File: config.mk
export PLATFORM = sky130hd
export DESIGN_NAME = clint_timer
export DESIGN_NICKNAME = d
export VERILOG_FILES = /design/src/rtl/clint_timer.sv
export SDC_FILE = /design/constraint.sdc
export NUM_CORES = 1
export LEC_CHECK = 0
export CAP_MARGIN = 20
export CORE_ASPECT_RATIO = 1.4
export CORE_MARGIN = 2
export CORE_UTILIZATION = 58
export CTS_CLUSTER_SIZE = 20
export DETAILED_ROUTE_END_ITERATION = 8
export DONT_BUFFER_PORTS = 1
export PLACE_DENSITY = 0.75
export SLEW_MARGIN = 5
export SYNTH_ARGS = -nofsm -noshare
export SYNTH_HDL_FRONTEND = slang
export SYNTH_SLANG_ARGS = --single-unit
File: constraint.sdc
create_clock -name clk_i -period 5.7 [get_ports clk_i]
set_clock_uncertainty 0.05 [all_clocks]
set_input_delay 1.14 -clock clk_i [delete_from_list [all_inputs] [get_ports clk_i]]
set_output_delay 1.14 -clock clk_i [all_outputs]
set_load 0.01 [all_outputs]
File: src/rtl/clint_timer.sv
// Core-local interruptor: 64-bit mtime with prescaler, mtimecmp, msip; one-cycle registered reads.
// Optional CLINT_SNAPSHOT_EN: a read of mtime lo latches mtime hi into a shadow returned by hi reads.
module clint_timer #(
  parameter int unsigned TickDiv     = 1,
  parameter int unsigned DecodeWidth = 16
) (
  input  logic        clk_i,
  input  logic        rst_i,
  input  logic        req_i,
  input  logic        we_i,
  input  logic [31:0] addr_i,
  input  logic [31:0] wdata_i,
  output logic [31:0] rdata_o,
  output logic        timer_irq_o,
  output logic        soft_irq_o
);

  localparam logic [15:0]            TickLast    = 16'(TickDiv - 1);
  localparam logic [DecodeWidth-1:0] OffMsip     = DecodeWidth'(16'h0000);
  localparam logic [DecodeWidth-1:0] OffCmpLo    = DecodeWidth'(16'h4000);
  localparam logic [DecodeWidth-1:0] OffCmpHi    = DecodeWidth'(16'h4004);
  localparam logic [DecodeWidth-1:0] OffMtimeLo  = DecodeWidth'(16'hBFF8);
  localparam logic [DecodeWidth-1:0] OffMtimeHi  = DecodeWidth'(16'hBFFC);

  logic [15:0] presc_q, presc_d;
  logic [63:0] mtime_q, mtime_d;
  logic [63:0] mtimecmp_q, mtimecmp_d;
  logic        msip_q, msip_d;
  logic [31:0] rdata_q, rdata_d;
  logic        irq_q, irq_d;
  logic [31:0] mtime_hi_rd;

  logic [DecodeWidth-1:0] off;
  logic                   wr, rd, tick;
  logic                   unused_addr;

  assign off         = {addr_i[DecodeWidth-1:2], 2'b00};
  assign wr          = req_i & we_i;
  assign rd          = req_i & ~we_i;
  assign tick        = (presc_q == TickLast);
  assign unused_addr = ^{addr_i[31:DecodeWidth], addr_i[1:0]};

`ifdef CLINT_SNAPSHOT_EN
  logic [31:0] shadow_q, shadow_d;

  assign mtime_hi_rd = shadow_q;

  always_comb begin
    shadow_d = shadow_q;
    if (rd && off == OffMtimeLo) shadow_d = mtime_q[63:32];
  end

  always_ff @(posedge clk_i or posedge rst_i) begin
    if (rst_i) shadow_q <= '0;
    else       shadow_q <= shadow_d;
  end
`else
  assign mtime_hi_rd = mtime_q[63:32];
`endif

  always_comb begin
    presc_d    = tick ? 16'd0 : presc_q + 16'd1;
    mtime_d    = tick ? mtime_q + 64'd1 : mtime_q;
    mtimecmp_d = mtimecmp_q;
    msip_d     = msip_q;
    rdata_d    = rdata_q;
    irq_d      = (mtime_q >= mtimecmp_q);

    // A half-word write overrides the increment with no carry into the other half.
    if (wr) begin
      case (off)
        OffMsip:    msip_d             = wdata_i[0];
        OffCmpLo:   mtimecmp_d[31:0]   = wdata_i;
        OffCmpHi:   mtimecmp_d[63:32]  = wdata_i;
        OffMtimeLo: mtime_d            = {mtime_q[63:32], wdata_i};
        OffMtimeHi: mtime_d            = {wdata_i, mtime_q[31:0]};
        default:    ;
      endcase
    end

    if (rd) begin
      case (off)
        OffMsip:    rdata_d = {31'd0, msip_q};
        OffCmpLo:   rdata_d = mtimecmp_q[31:0];
        OffCmpHi:   rdata_d = mtimecmp_q[63:32];
        OffMtimeLo: rdata_d = mtime_q[31:0];
        OffMtimeHi: rdata_d = mtime_hi_rd;
        default:    rdata_d = 32'd0;
      endcase
    end
  end

  always_ff @(posedge clk_i or posedge rst_i) begin
    if (rst_i) begin
      presc_q    <= '0;
      mtime_q    <= '0;
      mtimecmp_q <= '1;
      msip_q     <= 1'b0;
      rdata_q    <= '0;
      irq_q      <= 1'b0;
    end else begin
      presc_q    <= presc_d;
      mtime_q    <= mtime_d;
      mtimecmp_q <= mtimecmp_d;
      msip_q     <= msip_d;
      rdata_q    <= rdata_d;
      irq_q      <= irq_d;
    end
  end

  assign rdata_o     = rdata_q;
  assign timer_irq_o = irq_q;
  assign soft_irq_o  = msip_q;

endmodule

# After elaboration in Yosys (flattened, before gate mapping)

Cells that the tools add are included.

Output and inout bits: 34
Input bits: 68
Logic and storage cells: 30
Bits in registers: 178

Eq/ne operators: 6
Magnitude comparators: 1
Bitwise logic cells: 3
Reduce and logical (&&, ||, !) cells: 5
Muxes and demuxes: 5
Add/subtract/negate cells: 2

Operators by type and width:

| operator              | count |
|---|---|
| $pmux 32 s5           | 1 |
| $mux 64               | 2 |
| $pmux 64 s2           | 1 |
| $add 64x1->64 const B | 1 |
| $ge 64x64->1          | 1 |
| $logic_not 16->1      | 2 |
| $eq 14x13->1 const B  | 2 |
| $eq 14x14->1 const B  | 2 |
| $add 16x1->16 const B | 1 |
| $mux 16               | 1 |
| $reduce_and 2->1      | 3 |
| $ne 2x2->1 const B    | 2 |
| $and 1x1->1           | 2 |
| $not 1->1             | 1 |

# Longest topological paths before layout

Gate-level depths: netlist (run 1).

Depth after elaboration: 4
Gate-level depth with buffers: 10

# Worst setup path after synthesis (run 1)

OpenSTA, ideal clock, no wires.

Kind: input port to flip-flop
From: input addr_i[8]
To: register mtime_q[16]
Arrival time: 2,800 ps
Buffers on the path: 2
Slack: 2,702 ps
Cell stages on the path: 8
Cell sequence: nand4_1 -> or4_1 -> buf_2 -> nor2_1 -> nand2_2 -> clkbuf_1 -> o211ai_1 -> o311ai_0

Longest elaborated chain between the ends: 3

Ends and longest elaborated chain:

| element              | RTL line | text |
|---|---|---|
| start, declared      | 11       | `input logic [31:0] addr_i,` |
| $eq 14x14->1         | 71       | `case (off)` |
| $pmux 64 s2          | 71       |  |
| $mux 64              | 70       | `if (wr) begin` |
| end signal, assigned | 103      | `mtime_q <= mtime_d;` |
| end, declared        | 26       | `logic [63:0] mtime_q, mtime_d;` |

Several ways; a longest one is shown, not always the timed one.
A chain may end at the register's enable or synchronous reset.

# Final worst setup path (run 1)

From: input addr_i[8]
To: register mtime_q[20]

The elaborated chain is that of the path after synthesis.

==> summary.txt, run 1 <==
Timing
  – Fin worst setup slack: 2080 ps
  – Actual slew at the worst max-slew pin: 1190 ps
  – Final Hold Viols: 0
  – Count of final max-slew check failures: 0
  – Sum of negative setup slack: 0 ps
  – RSZ-0062 raised after global routing: no
  – Min cycle time layout: 3620 ps
  – Max_slew headroom: 20.5%
  – WHS: 434 ps
  – Fmax: 277 MHz
  – Tcrit/Tclk final: 63.4%
  – Setup-failing EPs final: 0

Global route
  – Gr busiest metal: met2
  – Grt met2 use: 56.9%
  – GRT Util Overall: 33.8%
  – Met1 usage: 42.6%
  – Vias in the first global route: 9,663
  – Total congestion overflow: 0
  – Largest net degree at the start of global routing: 179
  – First-pass GRT wire length: 52,400 um
  – Initial antenna violation count: 0
  – Met3 usage in global routing: 5.94%

Logic synthesis
  – Simple-Gate Fraction of Synth Area: 19.8%
  – Largest family of logic cells by synthesized area: compound AO/OA/AOI/OAI gates
  – Post-Synthesis Mean Instance Area: 9.25 um^2
  – Cells after synthesis: 1,172
  – #FFs+latches synth: 178
  – Synth Area in Compound Gates: 20.7%
  – Syn_nets: 1,307
  – Mapped cell area: 10,800 um^2
  – Syn. warnings: 0
  – Post-Synth Adder-Cell Area: 7.74%
  – Synth Flop Type: dfrtp_1
  – Sequential area share after synthesis: 41.8%
  – Fraction of synthesis flops using an asynchronous set or reset pin: 100%
  – Synth unique cells: 73
  – Post-synth EDFFs: 0
  – Mux cell area share after synthesis: 3.72%
  – Xor-xnor portion of the synthesized cell area: 1.21%

Worst setup path
  – Worst Path Arrival: 3880 ps
  – CP cell instances: nand4_1, nor4_4, nand2_1, buf_4, nand3_1, o211ai_1, o311ai_0
  – Critical setup path kind: primary input to register
  – CP bufs+invs: 1
  – Critical Path RT: 5960 ps
  – Worst Path Max Fanout: 29
  – Cell family with the largest share of critical-path delay: simple AND/OR/NAND/NOR gates
  – Crit path launch type: primary input
  – CP Capture Type: register
  – Max stage delay on crit path: 830 ps
  – Crit-path slowest cell: nor4_4

Finish
  – Total area of sequential cells: 4530 um^2
  – Final Util: 63.2%
  – Layout cells sized above 1: 14.8%
  – Multi-input combinational cell area: 5790 um^2
  – Diodes inserted: 0
  – Area Growth Syn to Fin: 7.62%
  – Net count, final: 1,286
  – Final Cell Area: 11,700 um^2
  – Filler Cell Count: 1,588

Routing
  – Vias per std cell: 6.83
  – # DRC: 0
  – WL/cell: 23.4 um
  – Vias: 9,620
  – ANT nets after route: 0
  – Initial DRT Pass Iterations: 8
  – Starting DRT DRC Count: 1,043
  – Overall routed net length: 32,900 um

Place
  – Gpl congestion: 0.982
  – Placed inst area: 11,100 um^2
  – Port bufs: 0
  – Setup WS pre-CTS: 1720 ps
  – Dpl hpwl: 23,200 um

Clocking
  – CTS Buf Count: 17
  – H-tree depth: 4
  – Clk sinks: 178
  – Clk pin slew, worst setup/hold paths: 70 ps
  – Hold buffer count at cts: 0
  – Root buf cell: clkbuf_16
  – Post-CTS Setup Repair Bufs: 0
  – CTS max path bufs: 2
  – CTS tree: built
  – Post-CTS Resized: 0
  – Worst-Skew Late Latency: 440 ps

Pwr
  – Flop pwr share: 48.9%
  – Pwr/cell area: 232 nW/um^2
  – Int Pwr: 2010 uW
  – Sw Share: 25.7%
  – Lkg Pwr: 0.00485 uW
  – Comb pwr share: 6.5%
  – Maximum VDD drop: 0.188 mV
  – NetSw: 694 uW
  – Clk pwr share: 44.6%

Job
  – Max_cap viols: 0

Floorplanning
  – Ports: 102
  – Core Region: 18,500 um^2
  – Initial Utilization: 58.7%
  – Full die area: 19,800 um^2
  – Overall die height: 166 um
  – Die width: 120 um
  – Std-Cell Rows: 59

Run status
  – Status: completed

Hold path
  – Hold crit path type: register to register
per-stage QoR:
stage	instances	total power, uW
finish	1408	2700
CTS	1408	2710
detailed placement	1376	1520
global route	1408	2790
global placement	1376	1510
floorplan	1172	1460
synthesized netlist by cell type (6+ instances only):
| library cell | count | area, um^2 |
|---|---|---|
| o211ai_1 | 12 | 90.1 |
| ha_1 | 67 | 838 |
| clkbuf_1 | 40 | 150 |
| o21ai_0 | 100 | 500 |
| or3_1 | 7 | 43.8 |
| a31oi_1 | 8 | 50.1 |
| a21boi_0 | 31 | 233 |
| and3_1 | 10 | 62.6 |
| a222oi_1 | 32 | 320 |
| o22ai_1 | 8 | 50.1 |
| mux2_2 | 34 | 383 |
| nand4_1 | 43 | 269 |
| a21oi_1 | 42 | 210 |
| dfstp_2 | 64 | 1680 |
| nor2_1 | 79 | 297 |
| nand2_1 | 122 | 458 |
| buf_2 | 8 | 40.0 |
| nor3_1 | 32 | 160 |
| inv_1 | 84 | 315 |
| nor4_1 | 21 | 131 |
| nor3_2 | 6 | 60.1 |
| nand3_1 | 51 | 255 |
| and4_1 | 7 | 61.3 |
| xnor2_1 | 11 | 96.3 |
| and2_1 | 8 | 50.1 |
| dfrtp_1 | 114 | 2850 |
| a211oi_1 | 17 | 128 |
| a311oi_1 | 11 | 96.3 |
| o311ai_0 | 7 | 61.3 |
| a211o_1 | 7 | 61.3 |
power by group through the flow:
stage | combinational [uW] | sequential, uW | clock [uW]
after floorplan | 130 | 1330 | 0
after global placement | 166 | 1340 | 0
after detailed placement | 173 | 1340 | 0
after CTS | 173 | 1320 | 1210
after global routing | 196 | 1320 | 1270
final | 175 | 1320 | 1200
sequential cells by signal, indices dropped and copies added, names as in the netlist:
name	flops
mtime_q	64
mtimecmp_q	64
presc_q	16
rdata_o	32
soft_irq_o	1
timer_irq_o	1
worst reg2reg max path: cells and delay by family, from the launching register on:
kind / cells / cell delay [ps]
AOI/OAI and AO/OA: 3 / 1180
adders and majority gates: 1 / 130
buffers and inverters: 1 / 80
DFF: 1 / 430
and+or+nand+nor: 3 / 1420
area by class of cell:
class,count,share of cell area (%)
clock buffers,19,3.80
clock inverters,13,1.30
inverters,84,2.74
multi-input cells,856,49.7
flip-flops and latches,178,38.9
well taps,244,2.62
repair buffers,14,1.01
cells by family (layout without fill, tap and decap cells):
group,after synthesis,count (layout)
XOR/XNOR,15,15
AND/OR/NAND/NOR,417,417
multiplexers,36,36
flip-flops,178,178
buffers and inverters,138,130
AO/OA/AOI/OAI,321,321
adder cells (fa/ha/maj),67,67
final timing paths:
kind,from,endpoint,slack (ps),cells after the start
setup / recovery,addr_i[8],mtime_q[20]$_DFFE_PP0P_,2080,7
hold / removal,presc_q[15]$_DFF_PP0_,presc_q[15]$_DFF_PP0_,430,1
setup reg to reg,presc_q[0]$_DFF_PP0_,mtime_q[57]$_DFFE_PP0P_,2320,8
hold reg to reg,presc_q[15]$_DFF_PP0_,presc_q[15]$_DFF_PP0_,430,1
max in group asynchronous,rst_i,rdata_o[9]$_DFFE_PP0P_,3960,2
min in group asynchronous,rst_i,rdata_o[12]$_DFFE_PP0P_,660,2
per-layer routing:
layer / vias to the layer above / routed length, um
met5: - / 0
met4: 0 / 1180
met3: 97 / 2360
met2: 467 / 16400
met1: 4705 / 13000
li1: 4351 / -
cell usage in the layout (no fill, tap or decap), types with 5 or more instances in the layout:
cell type and n:
and4_1 7, o311ai_0 7, a21boi_0 31, a21oi_1 42, mux2_2 34, clkbuf_16 17
dfstp_2 64, o21ai_0 100, and3_1 10, and2_1 8, nand2_1 122, dfrtp_1 114
nor2_1 76, nor3_1 31, a211o_1 7, ha_1 67, nor3_2 6, o211ai_1 12
a222oi_1 32, inv_1 83, or3_1 7, o211a_1 5, o22ai_1 8, a211oi_1 17
nor4_1 21, buf_4 13, o32ai_1 5, nand4_1 43, a311oi_1 11, nand3_1 51
or4_1 5, xnor2_1 11, a31oi_1 8
No activity file was read; power rests on OpenSTA's default activity.
==> inputs of run 2 (changes only) <==
Clock period 5.7 ns to 3.2 ns, I/O delays scaled along.
==> summary.txt, run 2 (synthesis gave the netlist of run 1 again) <==
Routing
  – DR top layer: met4 (unchanged)
  – Met2 routed WL: 17,100 um (was 16,400 um)
  – Overall routed net length: 34,500 um (was 32,900 um)
  – Wire length on met3: 2570 um (was 2360 um)
  – WL/cell: 23.6 um (was 23.4 um)
  – Starting DRT DRC Count: 1,146 (was 1,043)
  – ANT nets after route: 0 (unchanged)
  – Vias: 9,937 (was 9,620)
  – # DRC: 0 (unchanged)
  – Initial DRT Pass Iterations: 6 (was 8)
  – Wire length on met1: 13,100 um (was 13,000 um)
  – Vias per std cell: 6.80 (was 6.83)

Clocking
  – H-tree depth: 4 (unchanged)
  – Clk sinks: 178 (unchanged)
  – CTS max path bufs: 2 (unchanged)
  – Post-CTS Setup Repair Bufs: 0 (unchanged)
  – CTS tree: built (unchanged)
  – Hold buffer count at cts: 1 (was 0)
  – Root buf cell: clkbuf_16 (unchanged)
  – Post-CTS Resized: 0 (unchanged)
  – CTS Buf Count: 17 (unchanged)
  – Clk pin slew, worst setup/hold paths: 70 ps (about the same)
  – Worst-Skew Late Latency: 430 ps (was 440 ps)

Global route
  – Total congestion overflow: 0 (unchanged)
  – Vias in the first global route: 9,969 (was 9,663)
  – First-pass GRT wire length: 55,200 um (was 52,400 um)
  – GRT Util Overall: 35.8% (was 33.8%)
  – Largest net degree at the start of global routing: 71 (was 179)
  – Initial antenna violation count: 0 (unchanged)

Pwr
  – Sw Share: 25.7% (about the same)
  – Final Power: 4790 uW (was 2700 uW)
  – Flop pwr share: 49.1% (was 48.9%)
  – Clk pwr share: 44.1% (was 44.6%)
  – Comb pwr share: 6.8% (was 6.5%)
  – NetSw: 1230 uW (was 694 uW)
  – Lkg Pwr: 0.00512 uW (was 0.00485 uW)
  – Pwr/cell area: 396 nW/um^2 (was 232 nW/um^2)
  – Int Pwr: 3560 uW (was 2010 uW)
  – Maximum VDD drop: 0.303 mV (was 0.188 mV)

Place
  – Setup WS pre-CTS: 333 ps (was 1720 ps)
  – Dpl cells: 1,429 (was 1,376)
  – Dpl hpwl: 25,700 um (was 23,200 um)
  – Port bufs: 0 (unchanged)
  – Gpl congestion: 1.01 (was 0.982)

Floorplanning
  – Overall die height: 166 um (unchanged)
  – Initial Utilization: 58.7% (unchanged)
  – Core Region: 18,500 um^2 (unchanged)
  – Std-Cell Rows: 59 (unchanged)
  – Full die area: 19,800 um^2 (unchanged)
  – Ports: 102 (unchanged)
  – Die width: 120 um (unchanged)

Timing
  – Fin worst setup slack: 307 ps (was 2080 ps)
  – Final Hold Viols: 0 (unchanged)
  – Count of final max-slew check failures: 0 (unchanged)
  – Tcrit/Tclk final: 90.4%
  – Fmax: 346 MHz
  – Actual slew at the worst max-slew pin: 758 ps (was 1190 ps)
  – Sum of negative setup slack: 0 ps (unchanged)
  – Min cycle time layout: 2890 ps
  – RSZ-0062 raised after global routing: no (unchanged)
  – Max_slew headroom: 49.3% (was 20.5%)
  – Setup-failing EPs final: 0 (unchanged)

Finish
  – Layout cells sized above 1: 18.5% (was 14.8%)
  – Diodes inserted: 0 (unchanged)
  – Commonest non-fill, non-tap cell in the layout: nand2_1 (unchanged)
  – Most frequent cells in the layout: nand2_1 (122), dfrtp_1 (114), o21ai_0 (100) (unchanged)
  – Non-Filler Instances: 1,462 (was 1,408)
  – Area Growth Syn to Fin: 11.5% (was 7.62%)
  – Final Util: 65.5% (was 63.2%)
  – Net count, final: 1,340 (was 1,286)

Worst setup path
  – CP Capture Type: register (unchanged)
  – CP Launch Point: presc_q[0]$_DFF_PP0_ (was addr_i[8])
  – Worst Path Arrival: 3170 ps (was 3880 ps)
  – Critical setup path kind: register to register (was primary input to register)
  – Critical Path RT: 3470 ps (was 5960 ps)
  – Worst Path Max Fanout: 6 (was 29)
  – Crit path launch type: register (was primary input)
  – Reg2reg start: presc_q[0]$_DFF_PP0_ (unchanged)

Run status
  – Status: completed (unchanged)

Job
  – Max_cap viols: 0 (unchanged)

Hold path
  – Hold crit path type: primary input to register (was register to register)
  – Worst hold path startpoint: wdata_i[15] (was presc_q[15]$_DFF_PP0_)
[run 2: routing by layer]
layer  up-vias  GRT usage (%)
li1       4469              -
met1      4859           44.2
met2       499           60.2
met3       110           6.73
met4         0           17.3
met5         -              0
[run 2: path summary, 6_finish.rpt]
| kind | to | slack (ps) | depth (start not counted) |
|---|---|---|---|
| worst max-delay path | mtime_q[54]$_DFFE_PP0P_ | 310 | 8 |
| worst min-delay path | mtimecmp_q[47]$_DFFE_PP1P_ | 260 | 2 |
| worst max register to register | mtime_q[54]$_DFFE_PP0P_ | 310 | 8 |
| worst min register to register | presc_q[15]$_DFF_PP0_ | 430 | 1 |
| max in group asynchronous | mtimecmp_q[31]$_DFFE_PP1P_ | 1680 | 3 |
| min in group asynchronous | rdata_o[15]$_DFFE_PP0P_ | 590 | 2 |
[run 2: layout make-up]
class / instances / area (um^2)
Tap cell: 244 / 305
Timing Repair Buffer: 68 / 563
Sequential cell: 178 / 4530
Fill cell: 1524 / 6370
Clock buffer: 18 / 429
Multi-Input combinational cell: 856 / 5780
Clock inverter: 14 / 154
Inverter: 84 / 319
[run 2: stage by stage]
step	area, um^2	hold WS [ps]
2_1_floorplan	10800	397
3_3_place_gp	11500	414
3_5_place_dp	11500	426
4_1_cts	12100	249
5_1_grt	12100	262
6_report	12100	258
[run 2: power by group through the flow]
stage | combinational [uW] | sequential, uW | clock, uW
6_report | 324 | 2350 | 2110
5_1_grt | 360 | 2360 | 2220
4_1_cts | 324 | 2350 | 2140
3_5_place_dp | 320 | 2390 | 0
3_3_place_gp | 307 | 2390 | 0
2_1_floorplan | 231 | 2370 | 0
[run 2: critical path: stages (launching register included)]
cell,delay (ps)
dfrtp_1,430
inv_1,80
ha_1,140
nor4b_1,300
and4_1,410
o211ai_1,380
nor3_1,680
nand4_1,180
o211a_1,140
